File: src/rtl/cdu_pkg.sv
// rtl/cdu_pkg.sv - shared constants and FSM state type for the CDU error-pulse link
//
// Contents:
//   CDU_CNT_W       default width of command, remaining and angle registers
//   CLOCKH_HZ       CLOCKH frequency in Hz
//   PULSE_RATE_PPS  AFxPCH pulse rate; CLOCKH_HZ / PULSE_RATE_PPS gives the slot length
//   state_t         drain FSM states

package cdu_pkg;

  localparam int CDU_CNT_W      = 15;
  localparam int CLOCKH_HZ      = 51200;
  localparam int PULSE_RATE_PPS = 3200;

  typedef enum logic [1:0] {
    IDLE  = 2'd0,
    PULSE = 2'd1,
    GAP   = 2'd2,
    HOLD  = 2'd3
  } state_t;

endpackage

File: src/rtl/cdu_angle_counter.sv
// rtl/cdu_angle_counter.sv - CDU angle up/down counter fed by ATpPGH/ATmPGH rising edges
//
// Ports:
//   clk        in   1      CLOCKH
//   rst_n      in   1      asynchronous active-low reset
//   inc_pulse  in   1      +1 angle pulse (ATpPGH)
//   dec_pulse  in   1      -1 angle pulse (ATmPGH)
//   angle      out  CNT_W  two's complement angle, wraps mod 2^CNT_W

module cdu_angle_counter
  import cdu_pkg::*;
#(
  parameter int CNT_W = CDU_CNT_W
) (
  input  logic             clk,
  input  logic             rst_n,
  input  logic             inc_pulse,
  input  logic             dec_pulse,
  output logic [CNT_W-1:0] angle
);

  logic inc_q;
  logic dec_q;
  logic inc_rise;
  logic dec_rise;

  // A pulse held for several cycles counts once, on its first cycle.
  assign inc_rise = inc_pulse & ~inc_q;
  assign dec_rise = dec_pulse & ~dec_q;

  always_ff @(posedge clk or negedge rst_n) begin
    if (!rst_n) begin
      inc_q <= 1'b0;
      dec_q <= 1'b0;
      angle <= '0;
    end else begin
      inc_q <= inc_pulse;
      dec_q <= dec_pulse;
      // Simultaneous + and - edges cancel.
      if (inc_rise && !dec_rise) begin
        angle <= angle + 1'b1;
      end else if (dec_rise && !inc_rise) begin
        angle <= angle - 1'b1;
      end
    end
  end

endmodule

File: src/rtl/cdu_err_pulse_tx.sv
// rtl/cdu_err_pulse_tx.sv - AGC-side CDU error-counter pulse drain and angle counter
//
// Ports:
//   CLOCKH     in   1      51.2 kHz clock, rising edge
//   rst_n      in   1      asynchronous active-low reset
//   err_en     in   1      pulse drain permitted
//   cmd_valid  in   1      command offered
//   cmd_ready  out  1      command accepted on cmd_valid & cmd_ready
//   cmd_count  in   CNT_W  signed pulse count (>0 AFpPCH, <0 AFmPCH)
//   abort      in   1      discard remaining count at next slot boundary
//   AFpPCH     out  1      positive error-counter pulse
//   AFmPCH     out  1      negative error-counter pulse
//   busy       out  1      command in progress
//   done       out  1      one-cycle strobe: command finished or aborted
//   remaining  out  CNT_W  unsigned pulses still to send
//   ATpPGH     in   1      CDU +1 angle pulse
//   ATmPGH     in   1      CDU -1 angle pulse
//   angle      out  CNT_W  accumulated CDU angle

module cdu_err_pulse_tx
  import cdu_pkg::*;
#(
  parameter int CNT_W    = CDU_CNT_W,
  parameter int RATE_DIV = CLOCKH_HZ / PULSE_RATE_PPS,
  parameter int PULSE_W  = 1
) (
  input  logic             CLOCKH,
  input  logic             rst_n,
  input  logic             err_en,
  input  logic             cmd_valid,
  output logic             cmd_ready,
  input  logic [CNT_W-1:0] cmd_count,
  input  logic             abort,
  output logic             AFpPCH,
  output logic             AFmPCH,
  output logic             busy,
  output logic             done,
  output logic [CNT_W-1:0] remaining,
  input  logic             ATpPGH,
  input  logic             ATmPGH,
  output logic [CNT_W-1:0] angle
);

  localparam int                SLOT_W     = $clog2(RATE_DIV);
  localparam logic [SLOT_W-1:0] SLOT_LAST  = SLOT_W'(RATE_DIV - 1);
  localparam logic [SLOT_W-1:0] PULSE_LAST = SLOT_W'(PULSE_W - 1);

  state_t            state;
  logic [SLOT_W-1:0] slot_cnt;    // cycle index within the current pulse slot
  logic              dir_neg;     // 1 = drain on AFmPCH
  logic              abort_seen;  // abort observed earlier in the current slot
  logic [CNT_W-1:0]  cmd_mag;

  // Magnitude of the most negative count is 2^(CNT_W-1), which still fits unsigned.
  assign cmd_mag   = cmd_count[CNT_W-1] ? (~cmd_count + CNT_W'(1)) : cmd_count;
  assign busy      = (state != IDLE);
  assign cmd_ready = (state == IDLE);

  always_ff @(posedge CLOCKH or negedge rst_n) begin
    if (!rst_n) begin
      state      <= IDLE;
      slot_cnt   <= '0;
      dir_neg    <= 1'b0;
      abort_seen <= 1'b0;
      remaining  <= '0;
      AFpPCH     <= 1'b0;
      AFmPCH     <= 1'b0;
      done       <= 1'b0;
    end else begin
      done <= 1'b0;
      case (state)
        IDLE: begin
          if (cmd_valid) begin
            dir_neg    <= cmd_count[CNT_W-1];
            remaining  <= cmd_mag;
            abort_seen <= 1'b0;
            slot_cnt   <= '0;
            if (cmd_mag == '0) begin
              done <= 1'b1;
            end else if (err_en) begin
              AFpPCH <= ~cmd_count[CNT_W-1];
              AFmPCH <= cmd_count[CNT_W-1];
              state  <= PULSE;
            end else begin
              state <= HOLD;
            end
          end
        end

        PULSE: begin
          if (abort) abort_seen <= 1'b1;
          // The count is consumed on the first cycle of the pulse.
          if (slot_cnt == '0) remaining <= remaining - 1'b1;
          slot_cnt <= slot_cnt + 1'b1;
          if (slot_cnt == PULSE_LAST) begin
            AFpPCH <= 1'b0;
            AFmPCH <= 1'b0;
            state  <= GAP;
          end
        end

        GAP: begin
          if (slot_cnt != SLOT_LAST) begin
            if (abort) abort_seen <= 1'b1;
            slot_cnt <= slot_cnt + 1'b1;
          end else if (remaining == '0 || abort_seen || abort) begin
            remaining <= '0;
            done      <= 1'b1;
            state     <= IDLE;
          end else if (!err_en) begin
            state <= HOLD;
          end else begin
            slot_cnt   <= '0;
            abort_seen <= 1'b0;
            AFpPCH     <= ~dir_neg;
            AFmPCH     <= dir_neg;
            state      <= PULSE;
          end
        end

        HOLD: begin
          if (abort) begin
            remaining <= '0;
            done      <= 1'b1;
            state     <= IDLE;
          end else if (err_en) begin
            slot_cnt   <= '0;
            abort_seen <= 1'b0;
            AFpPCH     <= ~dir_neg;
            AFmPCH     <= dir_neg;
            state      <= PULSE;
          end
        end

        default: state <= IDLE;
      endcase
    end
  end

  cdu_angle_counter #(
    .CNT_W(CNT_W)
  ) u_angle (
    .clk       (CLOCKH),
    .rst_n     (rst_n),
    .inc_pulse (ATpPGH),
    .dec_pulse (ATmPGH),
    .angle     (angle)
  );

endmodule

File: config.mk
export PLATFORM = sky130hd
export DESIGN_NAME = cdu_err_pulse_tx
export DESIGN_NICKNAME = d
export VERILOG_FILES = /design/src/rtl/cdu_pkg.sv /design/src/rtl/cdu_angle_counter.sv /design/src/rtl/cdu_err_pulse_tx.sv
export SDC_FILE = /design/constraint.sdc
export NUM_CORES = 1
export LEC_CHECK = 0
export CORE_MARGIN = 1
export CORE_UTILIZATION = 50
export CTS_CLUSTER_DIAMETER = 50
export DETAILED_ROUTE_END_ITERATION = 8
export PLACE_DENSITY = 0.73
export SLEW_MARGIN = 20
export SYNTH_ARGS = -nofsm -noshare
export SYNTH_HDL_FRONTEND = slang
export SYNTH_HIERARCHICAL = 1
export SYNTH_SLANG_ARGS = --single-unit
File: constraint.sdc
create_clock -name CLOCKH -period 3.5 [get_ports CLOCKH]
set_input_delay 0.7 -clock CLOCKH [delete_from_list [all_inputs] [get_ports CLOCKH]]
set_output_delay 0.7 -clock CLOCKH [all_outputs]
set_load 0.005 [all_outputs]
==> results.json <==
{
  "ctsHtreeMaxLevel": 2,
  "relSlewSlack_pct": 59.07,
  "async_flop_share_pct": 100.0,
  "fin_tns_setup_ns": 0,
  "clk_pin_slew_ns": 0.08,
  "regArea_mm2": 0.001076,
  "drc": 0,
  "end_kind": "flop",
  "routabilityCongestion": 0.9835,
  "cts_root_buf": "clkbuf_8",
  "finalSetupViolCount": 0,
  "grt_pass1_vias": 3217,
  "drv_slew": 0,
  "synth_area_mm2": 0.003562,
  "dp_cells": 581,
  "syn_area_per_cell_um2": 8.362,
  "initial_utilization_pct": 52.14,
  "io_pins": 57,
  "core-area_mm2": 0.006832,
  "ys_top_cells_by_count": "dfrtp_1, nand2_1, o21ai_0",
  "layout.nets": 536,
  "cpMostUsedCell": "ha_1",
  "power_density_mw_per_mm2": 815.0,
  "cts_buffer_depth": 2,
  "yosys.area.top_type": "dfrtp_1",
  "ys_ff_latch": 43,
  "cts_resized": 0,
  "finalHoldViolations": 0,
  "fin_crit_sh_pct": 91.61,
  "synth_seq_area_share_pct": 30.21,
  "vias_per_cell": 5.835,
  "fp-row-count": 30,
  "drv_cap": 0,
  "grt_overflow": 0,
  "synth_cell_types": 71,
  "grt.total_usage_pct": 24.76,
  "firstDrtPassIters": 5,
  "antenna_found_initial": 0,
  "synth_most_common_cell": "dfrtp_1",
  "cts.sinks": 43,
  "syn_to_final_growth_pct": 23.36,
  "path_class": "input pin to flop",
  "postRouteAntennaNets": 0,
  "yosys.area.top_type_share_pct": 30.21,
  "place.detailed.hpwl_um": 6737,
  "critPathRequiredTime_ns": 3.67,
  "cts_tree": "built",
  "die_area_mm2": 0.007466,
  "cts_inserted_buffers": 5,
  "clk_latency_ns": 0.30,
  "yosysWarnings": 6,
  "multiInputGateArea_mm2": 0.002352,
  "fin_total_pwr_mw": 3.581,
  "place_area_mm2": 0.004310,
  "status": "complete, no violations",
  "leakage_nw": 1.821,
  "detail_route.wl_per_cell_um": 15.10,
  "synthFlopType": "dfrtp_1",
  "hold_buffers": 0,
  "netlist_top_cells_area": "dfrtp_1, ha_1, o21ai_0",
  "instances_no_fill": 589,
  "hp-class": "input pin to async pin",
  "post-route-min-period_ns": 3.206,
  "max_freq_mhz": 311.9,
  "syn-instance-count": 426,
  "cpPeakStageDelay_ns": 0.42,
  "cp_top_family": "compound AO/OA/AOI/OAI gates",
  "synth_edf_count": 0,
  "rsz0062_at_grt": "false",
  "arrival_ns": 3.37,
  "peakVddDrop_mv": 0.5392,
  "n_fill_cell": 596,
  "cts_setup_buffers": 0,
  "drive_above_1_share_pct": 10.14,
  "crit_chain": "clkdlybuf4s50_1 > nor2b_1 > ha_1 > inv_1 > ha_1 > a211o_1 > a2111o_1 > nor4b_1 > a311oi_2 > xor2_1 > o21ai_1",
  "diodes": 0,
  "slowest_stage": "clkdlybuf4s50_1",
  "fin_skew_ns": 0.006237,
  "grt_max_degree": 44,
  "die_w_um": 86.41,
  "cp_max_fo": 10,
  "port_buffers": 56,
  "fin_area_mm2": 0.004394,
  "die_height_um": 86.41,
  "crit_buf_inv": 2,
  "drtIter0Drc": 180,
  "routed_wl_um": 8893,
  "grt_first_pass_wirelength_um": 14750,
  "vias": 3437,
  "synth_nets": 470,
  "cp-start-kind": "input pin",
  "tightest_slew_ns": 0.6075
}
logic make-up (layout without fill, tap and decap cells):
logic type / Yosys count / in the layout / synth area share, %
AOI/OAI and AO/OA: 148 / 148 / 27.36
muxes: 6 / 6 / 1.862
DFF: 43 / 43 / 30.21
and+or+nand+nor: 148 / 148 / 22.48
adders and majority gates: 22 / 22 / 7.938
xor gates and xnor gates: 26 / 26 / 6.392
buffers and inverters: 33 / 100 / 3.758
final cells by class:
cell class                      instances  area share, %
Multi-Input combinational cell        350          53.53
Tap cell                               96          2.733
Timing Repair Buffer                   75          15.95
Clock inverter                          1         0.1139
Clock buffer                            7          1.737
Sequential cell                        43          24.49
Inverter                               17          1.452
power breakdown:
group	switching, mW	internal (mW)	leakage (nW)	total, mW
clock	0.175	0.140	0.0422	0.315
sequential	0.260	0.705	0.540	0.965
combinational	1.17	1.13	1.24	2.30
cell usage in the layout, fill, tap and decap left out, types with 15 or more instances in the layout:
cell              n
a21oi_1          31
o21ai_0          36
inv_1            15
xor2_1           16
nand2_1          42
buf_4            20
dfrtp_1          43
nor3_1           17
nor2_1           28
o21ai_1          16
ha_1             21
clkdlybuf4s50_1  55
worst register-to-register path, cell delays in order (launching register included):
cell      delay (ns)
dfrtp_1         0.37
nand2b_1        0.14
ha_1            0.19
inv_1           0.26
ha_1            0.32
a211o_1         0.29
a2111o_1        0.41
nor4b_1         0.17
a311oi_2        0.22
xor2_1          0.17
o21ai_1         0.07
path summary, 6_finish.rpt:
check / to / slack [ns] / startpoint / cells past startpoint
worst max-delay path: u_angle/angle[13]$_DFFE_PN0P_ / 0.29 / ATpPGH / 11
worst min-delay path: u_angle/angle[1]$_DFFE_PN0P_ / 0.39 / rst_n / 1
worst max register to register: u_angle/angle[13]$_DFFE_PN0P_ / 0.76 / u_angle/dec_q$_DFF_PN0_ / 10
worst min register to register: AFmPCH$_DFFE_PN0P_ / 0.50 / AFmPCH$_DFFE_PN0P_ / 1
max in group asynchronous: slot_cnt[0]$_DFFE_PN0P_ / 2.72 / rst_n / 1
min in group CLOCKH: AFmPCH$_DFFE_PN0P_ / 0.50 / AFmPCH$_DFFE_PN0P_ / 1
through the flow:
stage / worst slack (ns) / hold WS [ns] / util, %
2_1_floorplan: 0.4576 / 0.4044 / -
3_3_place_gp: 0.06792 / 0.4918 / 63.10
3_5_place_dp: -0.01205 / 0.4880 / 63.10
4_1_cts: 0.2998 / 0.5084 / 64.29
5_1_grt: 0.1526 / 0.4303 / 64.32
6_report: 0.2936 / 0.3893 / 64.32
routing by layer:
metal | part of all wire, % | routed length, um | GRT usage (%) | vias up
met2 | 48 | 4255 | 42.57 | 118
met5 | 0 | 0 | 0 | -
met3 | 4.7 | 416 | 3.429 | 20
met1 | 45 | 4004 | 31.81 | 1596
met4 | 2.4 | 216 | 8.939 | 0
li1 | - | - | - | 1703
sequential cells by signal, summed over array words and instances, names as in the netlist, 2 cells and up:
register       flops
slot_cnt           4
u_angle/angle     15
remaining         15
state              2
Note: power is estimated with default switching activity, not from simulation.
